## src/rtl/uart_frame_decode.sv

```systemverilog
// rtl/uart_frame_decode.sv - UART frame checker/decoder with FWFT output FIFO and session counters
//
// Takes the shifted-in frame word from the upstream protocol parser, checks start/stop
// (and optionally parity), extracts the LSB-first data byte and queues {byte, ferr, perr}
// for a valid/ready consumer.
//
// Ports:
//   clk, rst_n   - clock, synchronous active-low reset
//   clear        - synchronous session clear (same effect as reset)
//   frame_in     - parser frame word, first received bit in the MSB
//   frame_valid  - single-cycle strobe qualifying frame_in
//   out_byte     - decoded data byte of the head entry (upper unused bits 0)
//   out_ferr     - head entry framing error
//   out_perr     - head entry parity error
//   out_valid    - head entry present
//   out_ready    - consumer accepts head entry
//   frame_cnt    - saturating count of frames this session
//   err_cnt      - saturating count of frames with ferr or perr
//   ovf          - sticky: a decoded frame was dropped on a full FIFO
//   fifo_level   - current FIFO occupancy

module uart_frame_decode #(
  parameter int DATA_BITS   = 8,
  parameter int PARITY_EN   = 0,
  parameter int PARITY_ODD  = 0,
  parameter int FIFO_DEPTH  = 16,
  parameter int FRAME_WIDTH = DATA_BITS + 2 + PARITY_EN
) (
  input  logic                          clk,
  input  logic                          rst_n,
  input  logic                          clear,
  input  logic [FRAME_WIDTH-1:0]        frame_in,
  input  logic                          frame_valid,
  output logic [7:0]                    out_byte,
  output logic                          out_ferr,
  output logic                          out_perr,
  output logic                          out_valid,
  input  logic                          out_ready,
  output logic [15:0]                   frame_cnt,
  output logic [15:0]                   err_cnt,
  output logic                          ovf,
  output logic [$clog2(FIFO_DEPTH):0]   fifo_level
);

  localparam int AW = $clog2(FIFO_DEPTH);
  localparam logic [AW:0] FULL_LEVEL = (AW+1)'(FIFO_DEPTH);
  localparam logic [AW:0] ONE_LEVEL  = (AW+1)'(1);

  // Combinational decode of the incoming frame word
  logic [7:0] dec_byte;
  logic       dec_ferr;
  logic       dec_perr;

  always_comb begin
    dec_byte = '0;
    for (int i = 0; i < DATA_BITS; i++) begin
      dec_byte[i] = frame_in[FRAME_WIDTH-2-i];
    end
    dec_ferr = frame_in[FRAME_WIDTH-1] | ~frame_in[0];
    dec_perr = 1'b0;
    if (PARITY_EN != 0) begin
      dec_perr = ((^dec_byte) ^ frame_in[1]) != PARITY_ODD[0];
    end
  end

  // Stage 1 registers
  logic [7:0] s1_byte;
  logic       s1_ferr;
  logic       s1_perr;
  logic       s1_valid;

  // FIFO storage and control
  logic [9:0]    mem [FIFO_DEPTH];
  logic [AW-1:0] wr_ptr;
  logic [AW-1:0] rd_ptr;
  logic [AW-1:0] rd_next;
  logic [9:0]    wr_data;
  logic          full;
  logic          pop;
  logic          push;

  assign rd_next   = rd_ptr + 1'b1;
  assign wr_data   = {s1_byte, s1_ferr, s1_perr};
  assign full      = (fifo_level == FULL_LEVEL);
  assign out_valid = (fifo_level != '0);
  assign pop       = out_valid & out_ready;
  // A pop on the same edge frees a slot, so a full FIFO still accepts.
  assign push      = s1_valid & (~full | pop);

  // Storage array needs no reset: the head is held in registers below and the
  // pointers/level are what define which slots are live.
  always_ff @(posedge clk) begin
    if (push) begin
      mem[wr_ptr] <= wr_data;
    end
  end

  always_ff @(posedge clk) begin
    if (!rst_n || clear) begin
      s1_byte    <= '0;
      s1_ferr    <= 1'b0;
      s1_perr    <= 1'b0;
      s1_valid   <= 1'b0;
      frame_cnt  <= '0;
      err_cnt    <= '0;
      ovf        <= 1'b0;
      wr_ptr     <= '0;
      rd_ptr     <= '0;
      fifo_level <= '0;
      out_byte   <= '0;
      out_ferr   <= 1'b0;
      out_perr   <= 1'b0;
    end else begin
      s1_valid <= frame_valid;
      if (frame_valid) begin
        s1_byte <= dec_byte;
        s1_ferr <= dec_ferr;
        s1_perr <= dec_perr;
        if (frame_cnt != 16'hFFFF) begin
          frame_cnt <= frame_cnt + 16'd1;
        end
        if ((dec_ferr | dec_perr) && (err_cnt != 16'hFFFF)) begin
          err_cnt <= err_cnt + 16'd1;
        end
      end

      if (s1_valid && !push) begin
        ovf <= 1'b1;
      end
      if (push) begin
        wr_ptr <= wr_ptr + 1'b1;
      end
      if (pop) begin
        rd_ptr <= rd_next;
      end

      case ({push, pop})
        2'b10:   fifo_level <= fifo_level + ONE_LEVEL;
        2'b01:   fifo_level <= fifo_level - ONE_LEVEL;
        default: fifo_level <= fifo_level;
      endcase

      // Head registers: refreshed only when the head entry changes, so they
      // hold their last value while the FIFO is empty.
      if (pop && (fifo_level > ONE_LEVEL)) begin
        {out_byte, out_ferr, out_perr} <= mem[rd_next];
      end else if (push && (fifo_level == '0 || pop)) begin
        // Empty, or level 1 with the only entry leaving: the new entry becomes head.
        {out_byte, out_ferr, out_perr} <= wr_data;
      end
    end
  end

endmodule
```

## config.mk

```make
export PLATFORM = sky130hd
export DESIGN_NAME = uart_frame_decode
export DESIGN_NICKNAME = d
export VERILOG_FILES = /design/src/rtl/uart_frame_decode.sv
export SDC_FILE = /design/constraint.sdc
export NUM_CORES = 1
export LEC_CHECK = 0
export CORE_ASPECT_RATIO = 1.4
export CORE_MARGIN = 2
export CORE_UTILIZATION = 55
export CTS_BUF_LIST = sky130_fd_sc_hd__clkbuf_8
export CTS_CLUSTER_DIAMETER = 30
export DETAILED_ROUTE_END_ITERATION = 8
export PLACE_DENSITY = 0.78
export SYNTH_ARGS = -nofsm -noshare
export SYNTH_HDL_FRONTEND = slang
export SYNTH_SLANG_ARGS = --single-unit
```

## constraint.sdc

```tcl
create_clock -name clk -period 2.7 [get_ports clk]
set_clock_uncertainty 0.05 [all_clocks]
set_input_delay 0.27 -clock clk [delete_from_list [all_inputs] [get_ports clk]]
set_output_delay 0.27 -clock clk [all_outputs]
set_load 0.02 [all_outputs]
```

==> metrics.md <==
| Metric | Value |
|---|---|
| Reg clk slew, reported paths | 0.06 ns |
| Num rows | 54 |
| First-iteration detailed-routing DRC count | 471 |
| Root buf cell | clkbuf_8 |
| Avg Cell Area, Syn | 13.2 um^2 |
| Arrival time worst endpoint | 2.22 ns |
| Fin crit share | 0.941 |
| Congestion Overflow GR | 0 |
| Cell Area, Placed | 9840 um^2 |
| Net Count, Synth | 695 |
| Main synth FF type | edfxtp_1 |
| CP endpoint kind | output pin |
| Reg-to-reg slack, setup | 0.31 ns |
| Inst Count DP | 931 |
| Number of synthesized register bits | 209 |
| Die Footprint | 17100 um^2 |
| Rel. slew slack | 0.493 |
| TNS Setup | 0 ns |
| H-tree levels | 2 |
| Worst-Margin Slew | 0.760 ns |
| Post-synth top area cell | edfxtp_1 |
| CTS tree | built |
| Largest stage delay, worst path | 0.56 ns |
| Die Ht | 154 um |
| Post-synth EDFFs | 144 |
| Initial core utilization | 0.563 |
| Synth cell types | 50 |
| Final WL | 20.5 mm |
| Slowest cell on the critical path | clkdlybuf4s50_1 |
| Remaining DRCs | 0 |
| Cells after Synth | 669 |
| Max_cap viols | 0 |
| RSZ-0062 raised after global routing | false |
| Critical Path Start Type | flip-flop |
| Hold Path Class | input port to flip-flop |
| Max Clock Freq | 394 MHz |
| Antenna cell count | 0 |
| CP Buf/Inv Count | 3 |
| Fraction of registers with async set/reset | 0 |
| Synth Cell Area | 8830 um^2 |
| CTS buffer count | 34 |
| Leakage | 3.57 nW |
| Status | complete, no violations |
| Clk_lat worst skew | 0.50 ns |
| Top post-synthesis cells by area | edfxtp_1, dfxtp_1, mux4_2, mux2i_1, nor2_1 |
| Tot Pwr | 6.58 mW |
| Required time of the critical path | 2.38 ns |
| Setup Crit Path Kind | flip-flop to output pin |
| Hold_ws | 0.345 ns |
| Filler cells | 1098 |
| Cts hold-fix bufs | 0 |
| Period minus WS final | 2.54 ns |
| Pin count of the biggest net entering global routing | 34 |
| Pwr dens | 623 nW/um^2 |
| Via count | 5781 |
| Crit-path max FO | 7 |
| Layout cell share with drive strength beyond 1 | 0.142 |
| Ys Warns | 0 |
| Top-count cell post-synth | edfxtp_1 |
| CTS Buffer Depth | 3 |
| Avg WL per Cell | 20.7 um |
| Worst vdd ir | 0.482 mV |
| Antenna violations before repair | 0 |
| Clock sink total | 209 |
| Fin. Hold Viols | 0 |
| Synthesis-to-finish area growth | 19.6% |
| ANT nets after route | 0 |
| Global Route Usage Sum | 0.240 |
| Post-synth top area share | 0.490 |
| I/O pin count | 64 |
| Vias in the first global route | 5893 |
| Cell Count, Final, Fillers Out | 992 |
| Seq/Total Area, Yosys | 0.637 |
| CP top delay family | buffers and inverters |
| HPWL Detailed | 13.8 mm |
| Final setup fails | 0 |
| Most frequent cells after synthesis | edfxtp_1, nor2_1, dfxtp_1 |
| Critical Path, Cell by Cell | inv_1, ha_1, nor4b_4, inv_2, clkdlybuf4s50_1 |
| PortBufs | 62 |
| Routability cong. | 0.897 |
| Final instance area | 10600 um^2 |
| First-pass GRT wire length | 32.3 mm |
| Slew Viols, Final | 0 |
| Post-DR vias/cell | 5.83 |
| Die X | 111 um |
| Core area | 15700 um^2 |
| TritonRoute pass-1 iters | 5 |
| Nets | 798 |
==> metrics by stage <==
| step | util | setup slack, ns |
|---|---|---|
| after global routing | 0.674 | 0.0496 |
| after detailed placement | 0.628 | 0.315 |
| after global placement | 0.628 | 0.400 |
| final | 0.674 | 0.160 |
| after CTS | 0.673 | 0.0385 |
| after floorplan | - | 0.0158 |
==> where the power goes <==
group	total (mW)	switching (mW)	leakage, nW	internal [mW]
sequential	3.45	0.0250	1.91	3.42
combinational	0.294	0.172	1.27	0.122
clock	2.84	1.21	0.394	1.63
total	6.58	1.40	3.57	5.18
==> per-layer routing <==
metal | routed length [um] | share of wire | track usage | vias to the layer above
li1 | - | - | - | 2725
met1 | 7980 | 0.39 | 0.283 | 2801
met2 | 10500 | 0.51 | 0.426 | 200
met3 | 1170 | 0.057 | 0.0441 | 55
met4 | 857 | 0.042 | 0.111 | 0
met5 | 0 | 0 | 0 | -
==> kinds of logic (layout without fill, tap and decap cells) <==
family | Yosys count | in the layout | share of synthesized area
DFF | 209 | 209 | 0.637
and+or+nand+nor | 187 | 187 | 0.103
AOI/OAI and AO/OA | 125 | 125 | 0.0972
muxes | 57 | 57 | 0.0901
buffers and inverters | 43 | 170 | 0.0211
xor gates and xnor gates | 36 | 36 | 0.0357
adders and majority gates | 11 | 11 | 0.0156
other | 1 | 1 | 0.000425
==> cell usage in the layout (no fill, tap or decap), types with 3 or more instances in the layout <==
| master | count |
|---|---|
| and4_1 | 5 |
| nor3_1 | 10 |
| and3_1 | 4 |
| nand2b_1 | 6 |
| xor2_1 | 17 |
| mux2i_1 | 39 |
| nand3_1 | 13 |
| clkdlybuf4s50_1 | 62 |
| a22oi_1 | 18 |
| ha_1 | 10 |
| edfxtp_1 | 144 |
| a21oi_1 | 36 |
| bufinv_16 | 4 |
| buf_4 | 35 |
| a21boi_0 | 10 |
| clkbuf_8 | 36 |
| a211oi_1 | 13 |
| o22ai_1 | 3 |
| o211ai_1 | 4 |
| nand4_1 | 8 |
| and2_1 | 4 |
| dfxtp_1 | 63 |
| nor2_1 | 76 |
| mux4_2 | 18 |
| a2111oi_0 | 9 |
| nor4_1 | 5 |
| nor2b_1 | 14 |
| xnor2_1 | 19 |
| o21ai_0 | 15 |
| clkinv_2 | 4 |
| inv_1 | 20 |
| nand2_1 | 35 |
| clkinv_1 | 4 |
==> path summary, 6_finish.rpt <==
check | cells past startpoint | start | endpoint
setup reg to reg | 6 | rd_ptr[1] | out_byte[4]
setup / recovery | 5 | fifo_level[0] | out_valid
hold reg to reg | 2 | ovf | ovf
hold / removal | 3 | frame_in[4] | s1_byte[4]
==> what timing repair did <==
action / CTS / global route
endpoints found under the setup margin: 0 / 1
gates resized for setup: 0 / 2
buffers inserted: 0 / 1
==> state kept, by name, summed over array words and instances (netlist names) <==
register    flops
mem           144
err_cnt        16
frame_cnt      16
out_byte        8
s1_byte         8
fifo_level      5
rd_ptr          4
wr_ptr          4
out_ferr        1
ovf             1
s1_ferr         1
s1_valid        1
==> area by class of cell <==
cell class | instances | area [um^2] | share of cell area
inverters | 12 | 45.0 | 0.00426
repair buffers | 98 | 903 | 0.0855
clock inverters | 24 | 214 | 0.0203
flip-flops and latches | 209 | 5630 | 0.533
multi-input cells | 417 | 3030 | 0.287
well taps | 196 | 245 | 0.0232
clock buffers | 36 | 495 | 0.0469
==> worst reg2reg max path, stage by stage, from the launching register on <==
cell and delay, ns:
dfxtp_1 0.33, ha_2 0.64, buf_4 0.47, mux2i_1 0.27, a22oi_1 0.13, a21oi_1 0.25
a21oi_1 0.12
No activity file was read; power rests on OpenSTA's default activity.
